==> config.mk <==
export PLATFORM = sky130hd
export DESIGN_NAME = branch_predictor
export DESIGN_NICKNAME = d
export VERILOG_FILES = /design/src/rtl/branch_predictor.sv
export SDC_FILE = /design/constraint.sdc
export NUM_CORES = 1
export LEC_CHECK = 0
export CAP_MARGIN = 20
export CORE_MARGIN = 3
export CORE_UTILIZATION = 40
export DETAILED_ROUTE_END_ITERATION = 6
export HOLD_SLACK_MARGIN = 0.08
export PLACE_DENSITY = 0.73
export SYNTH_ARGS = -nofsm -noshare
export SYNTH_HDL_FRONTEND = slang
export SYNTH_SLANG_ARGS = --single-unit
==> constraint.sdc <==
create_clock -name clk -period 2.9 [get_ports clk]
set_input_delay 0.58 -clock clk [delete_from_list [all_inputs] [get_ports clk]]
set_output_delay 0.58 -clock clk [all_outputs]
set_load 0.05 [all_outputs]
==> src/rtl/branch_predictor.sv <==
// Bimodal branch predictor built on a table of 2-bit saturating counters.
// It also registers a mispredict redirect and keeps saturating branch statistics.
module branch_predictor #(
    parameter int ENTRIES = 16,
    parameter int IDX_W   = 4
) (
    input  logic        clk,
    input  logic        rst,
    input  logic        if_is_branch,
    input  logic [31:0] if_pc,
    input  logic [31:0] if_target,
    output logic        pred_taken,
    output logic [31:0] pred_pc,
    input  logic        ex_valid,
    input  logic [31:0] ex_pc,
    input  logic [31:0] ex_target,
    input  logic        ex_taken,
    input  logic        ex_pred_taken,
    output logic        redirect,
    output logic [31:0] redirect_pc,
    output logic [15:0] stat_branches,
    output logic [15:0] stat_mispredicts
);

    logic [1:0]       pht [ENTRIES];
    logic [IDX_W-1:0] if_idx;
    logic [IDX_W-1:0] ex_idx;
    logic [1:0]       ex_ctr;
    logic             mispredict;

    assign if_idx     = if_pc[IDX_W+1:2];
    assign ex_idx     = ex_pc[IDX_W+1:2];
    assign ex_ctr     = pht[ex_idx];
    assign mispredict = ex_valid & (ex_taken != ex_pred_taken);

    // The fetch-side read sees the table before this cycle's update is written.
    assign pred_taken = if_is_branch & pht[if_idx][1];
    assign pred_pc    = pred_taken ? if_target : if_pc + 32'd4;

    always_ff @(posedge clk) begin
        if (rst) begin
            for (int i = 0; i < ENTRIES; i++) begin
                pht[i] <= 2'b00;
            end
            redirect         <= 1'b0;
            redirect_pc      <= 32'd0;
            stat_branches    <= 16'd0;
            stat_mispredicts <= 16'd0;
        end else begin
            redirect <= mispredict;
            if (mispredict) begin
                redirect_pc <= ex_taken ? ex_target : ex_pc + 32'd4;
            end
            if (ex_valid) begin
                if (ex_taken && ex_ctr != 2'b11) begin
                    pht[ex_idx] <= ex_ctr + 2'd1;
                end else if (!ex_taken && ex_ctr != 2'b00) begin
                    pht[ex_idx] <= ex_ctr - 2'd1;
                end
                if (stat_branches != 16'hFFFF) begin
                    stat_branches <= stat_branches + 16'd1;
                end
            end
            if (mispredict && stat_mispredicts != 16'hFFFF) begin
                stat_mispredicts <= stat_mispredicts + 16'd1;
            end
        end
    end

endmodule
* After elaboration in Yosys (flattened, before gate mapping)
Memories as Yosys holds them, arrays and structs flattened. Cells that the tools add are included.
Operators by class: $add $sub $neg 6, equality and inequality tests 4, mux-type cells 17, bitwise operators 3, reductions and logical operators 7
Operators by type and width (count):
- 32-bit by 3-bit adder with 32-bit output (second input constant) | 2
- 32-bit two-way mux | 2
- 16-bit by 1-bit adder with 16-bit output (second input constant) | 2
- 16-bit inequality test (second input constant) | 2
- 1-bit two-way mux | 12
- 2-bit two-way mux | 2
- 4-bit two-way mux | 1
- 1-bit logical AND | 3
- 2-bit by 1-bit adder with 2-bit output (second input constant) | 1
- 1-bit bitwise AND | 2
- 2-bit inequality test (second input constant) | 1
- 2-bit AND reduction | 1
- 2-bit nonzero test | 1
- 2-bit OR reduction | 1
- 2-bit by 1-bit subtractor with 2-bit output (second input constant) | 1
- 1-bit zero test | 1
- 1-bit inequality test | 1
- 1-bit bitwise OR | 1
Storage, ports and cells: register bits 65, RAM bits 32, logic and storage cells 42, memories 1
Memories:
- pht | words 16, width 2, rd ports 2, clocked after memory_dff 0, write ports 16, RTL line 25 | logic [1:0] pht [ENTRIES];

* Longest topological paths before layout
An unclocked memory read counts as a cell.
depth after elaboration 11, gate-level depth with buffers 8, gate-level depth less buffers 6

* Least setup slack after synthesis
No wires, ideal clock.
path type input to output, start point input port if_pc[2], end point output port pred_pc[11], data arrival time 2868 ps, required time 2320 ps, slack -548 ps, stages on the path 7, path buffers 2, cells stage by stage buf_2 > mux4_2 > mux4_2 > nand2_2 > buf_4 > nor2_1 > a21oi_1
On the way: longest elaborated chain between the ends 3
RTL lines:
- start: declaration | RTL line 10 | input logic [31:0] if_pc,
- parallel branches: the longest is 2 deep, another holds 32-bit by 3-bit adder with 32-bit output
- 32-bit two-way mux * | RTL line 38 | assign pred_pc = pred_taken ? if_target : if_pc + 32'd4;
- end: declaration | RTL line 13 | output logic [31:0] pred_pc,
Mark *: on every way between the ends.

==> qor.csv <==
stage,metric,value,unit
placement,DP HPWL,17.8,mm
cells_and_area,Non-Filler Instances,1290,
timing,Final Max Tran Viols,0,
clocking,clock tree sinks,97,
drt,drt total wl,24.6,mm
worst_setup_path,slowest library cell on the worst path,mux4_2,
placement,Place WS,-0.730,ns
timing,clock skew,0.0116,ns
synth,"Avg Cell Area, Syn",8.46,um^2
floorplan,Rows,46,
timing,final setup margin,-0.250,ns
placement,Placer Congestion,0.894,
grt,GRT Total Usage,26.4,%
grt,Top Usage Layer GRT,met2,
grt,M1 GR Usage,32.3,%
outcome,failing checks,negative setup slack,
outcome,status,finished with violations,
timing,slew at the pin closest to its max-slew limit,0.781,ns
floorplan,Initial Utilization,41.1,%
clocking,"Hold-fix buffers, CTS",0,
worst_setup_path,crit path max fanout,5,
timing,Max Clock Freq,318,MHz
worst_setup_path,Worst setup SP type,register,
worst_setup_path,crit path cell chain,mux4_2 -> mux4_2 -> buf_6 -> nand2_8 -> buf_6 -> nor2_4 -> a21oi_4 -> buf_12,
synth,Post-Synthesis Cells,774,
synth,post-synth cell types,61,
timing,WHS,0.456,ns
cells_and_area,Ant. Diodes,0,
run,Max-Cap Viols,0,
timing,"Min Clock Period, post-route",3.15,ns
synth,YS warnings,0,
worst_setup_path,Critical Path Sink Type,output pin,
clocking,CTS Buf Count,9,
placement,cell count after placement,1256,
synth,syn nets,915,
worst_setup_path,CP Data Required Time,2.32,ns
placement,# port buffers,231,
cells_and_area,multi-input logic area,0.00457,mm^2
grt,first-pass GRT wire length,38.3,mm
floorplan,core area,0.0159,mm^2
synth,mapped cell area,0.00655,mm^2
clocking,worst skew pair latency,0.35,ns
drt,initial DRC count,383,
pwr,total power,4.32,mW
synth,Synth async-reset ratio,0,%
worst_hold_path,worst hold path class,reg2reg,
timing,final worst-path cycle share,109,%
clocking,H-tree Lvls,3,
floorplan,chip width,134,um
drt,via/cell ratio,5.64,
grt,antenna violations before repair,1,
grt,met2 Use GR,46.4,%
timing,final setup vio count,32,
drt,Final ANT Viol Nets,0,
timing,Slew headroom,47.5,%
timing,RSZ-0062 raised after global routing,true,
grt,largest net degree at the start of global routing,46,
clocking,Max clock buf depth,2,
pwr,leakage power,3.92,nW
drt,DR vias,7273,
drt,wire per inst,19.1,um
grt,grt ovf,0,
cells_and_area,share of layout cells above drive strength 1,25.6,%
synth,most used flip-flop cell after synthesis,dfxtp_1,
worst_setup_path,Critical Path Max Stage Delay,0.55,ns
clocking,Worst-path clk slew,0.08,ns
worst_setup_path,signal arrival time at the worst endpoint,2.57,ns
drt,drt pass-1 iters,5,
synth,post-synthesis register bit count,97,
worst_setup_path,CP top delay family,multiplexers,
synth,"EDFF count, synth",32,
cells_and_area,fillers,1214,
floorplan,I/O Pins,232,
worst_setup_path,Crit Path Class,reg2out,
floorplan,Die Y,134,um
clocking,CTS tree,built,
floorplan,Die ar.,0.0179,mm^2
timing,"Hold Vio Cnt, Final",0,
pwr,Peak VDD IR,0.000311,V
cells_and_area,flip-flop and latch area,0.00226,mm^2
grt,vias in the first global route,7123,
pwr,PwrDens,391,mW/mm^2
drt,DRC viols,0,
synth,register area share after synthesis,34.6,%
grt,GR Util met3,6.60,%
worst_setup_path,CP bufs+invs,3,
cells_and_area,synthesis-to-layout area growth,68.6,%
cells_and_area,final net count,1210,
clocking,clock root cell,clkbuf_16,
logic make-up (layout without fill, tap and decap cells):
group / after synthesis / count (layout) / share of synthesized area [%]
muxes: 27 / 27 / 7.36
xor gates and xnor gates: 72 / 72 / 9.63
adders and majority gates: 7 / 7 / 1.34
AOI/OAI and AO/OA: 152 / 152 / 15.3
DFF: 97 / 97 / 34.6
buffers and inverters: 74 / 373 / 5.08
and+or+nand+nor: 345 / 346 / 26.8
final timing paths:
| check | from | end | slack [ns] | cells past startpoint |
|---|---|---|---|---|
| worst min-delay path | redirect_pc[13] | redirect_pc[13] | 0.46 | 2 |
| worst max-delay path | pht[2][1] | pred_pc[11] | -0.25 | 8 |
| worst max register to register | pht[2][1] | pht[1][0] | 0.66 | 6 |
| worst min register to register | redirect_pc[13] | redirect_pc[13] | 0.46 | 2 |
repair_timing:
item | CTS | global route
setup endpoints to repair | 33 | 45
gates resized for setup | 61 | 33
gates cloned | 3 | 0
pin swaps | 1 | 3
buffers inserted | 18 | 1
state kept, by name (all words and copies together) (netlist names):
register          count
redirect              1
pht                  32
redirect_pc          32
stat_mispredicts     16
stat_branches        16
cells in the mapped netlist (7+ instances only):
cell type	instances	area [um^2]
nor2_1	89	334
dfxtp_1	65	1300
nand2_1	65	244
a21oi_1	51	255
xnor2_1	51	447
nor3_1	34	170
edfxtp_1	32	961
nand3_1	32	160
clkbuf_1	30	113
nor4_1	23	144
nand4_1	22	138
o21ai_0	21	105
xor2_1	21	184
inv_1	18	67.6
mux4_2	13	293
and4_1	11	96.3
buf_2	11	55.1
and2_1	10	62.6
and3_1	10	62.6
nor2_2	10	62.6
o211ai_1	9	67.6
or3_1	9	56.3
a211oi_1	8	60.1
a41o_1	8	80.1
a31oi_1	7	43.8
ha_1	7	87.6
nand2b_1	7	43.8
o31ai_1	7	52.6
where the power goes:
part | leakage, nW | internal [mW] | switching (mW)
Combinational | 2.91 | 0.763 | 0.854
Sequential | 0.860 | 1.46 | 0.0336
Clock | 0.148 | 0.620 | 0.592
metal layers:
metal  routed length (um)  up-vias
met4                  597        2
li1                     -     3435
met3                 2060       44
met1                 9720     3477
met5                   13        -
met2                12200      315
worst min-delay path, delay by kind of cell (launching register included):
family	cells	cell delay [ns]
flops	1	0.31
compound gates	1	0.05
simple gates	1	0.05
per-stage QoR:
step	area (um^2)	setup TNS (ns)	util (%)
2_1_floorplan	6890	-0.175	-
3_3_place_gp	10200	-27.84	64.2
3_5_place_dp	10200	-29.30	64.2
4_1_cts	11000	-6.91	68.8
5_1_grt	11000	-7.51	69.2
6_report	11000	-5.43	69.2
cell type report:
class	count	share of cell area [%]
Clock buffer	9	2.04
Clock inverter	7	0.794
Inverter	20	0.703
Multi-Input combinational cell	604	41.4
Sequential cell	97	20.5
Tap cell	216	2.45
Timing Repair Buffer	337	32.1
placed cells by master, fill, tap and decap left out, types with 13 or more instances in the layout:
| master | n |
|---|---|
| buf_4 | 85 |
| nand2_1 | 64 |
| xnor2_1 | 48 |
| nor2_2 | 25 |
| dfxtp_1 | 65 |
| nor4_1 | 15 |
| mux4_2 | 13 |
| xor2_1 | 21 |
| nand3_1 | 31 |
| a21oi_4 | 29 |
| buf_12 | 36 |
| nand4_1 | 22 |
| buf_6 | 13 |
| o21ai_0 | 21 |
| edfxtp_1 | 32 |
| inv_1 | 18 |
| nor2_1 | 67 |
| a21oi_1 | 22 |
| clkdlybuf4s50_1 | 193 |
| nor3_1 | 31 |
Note: power is estimated with default switching activity, not from simulation.
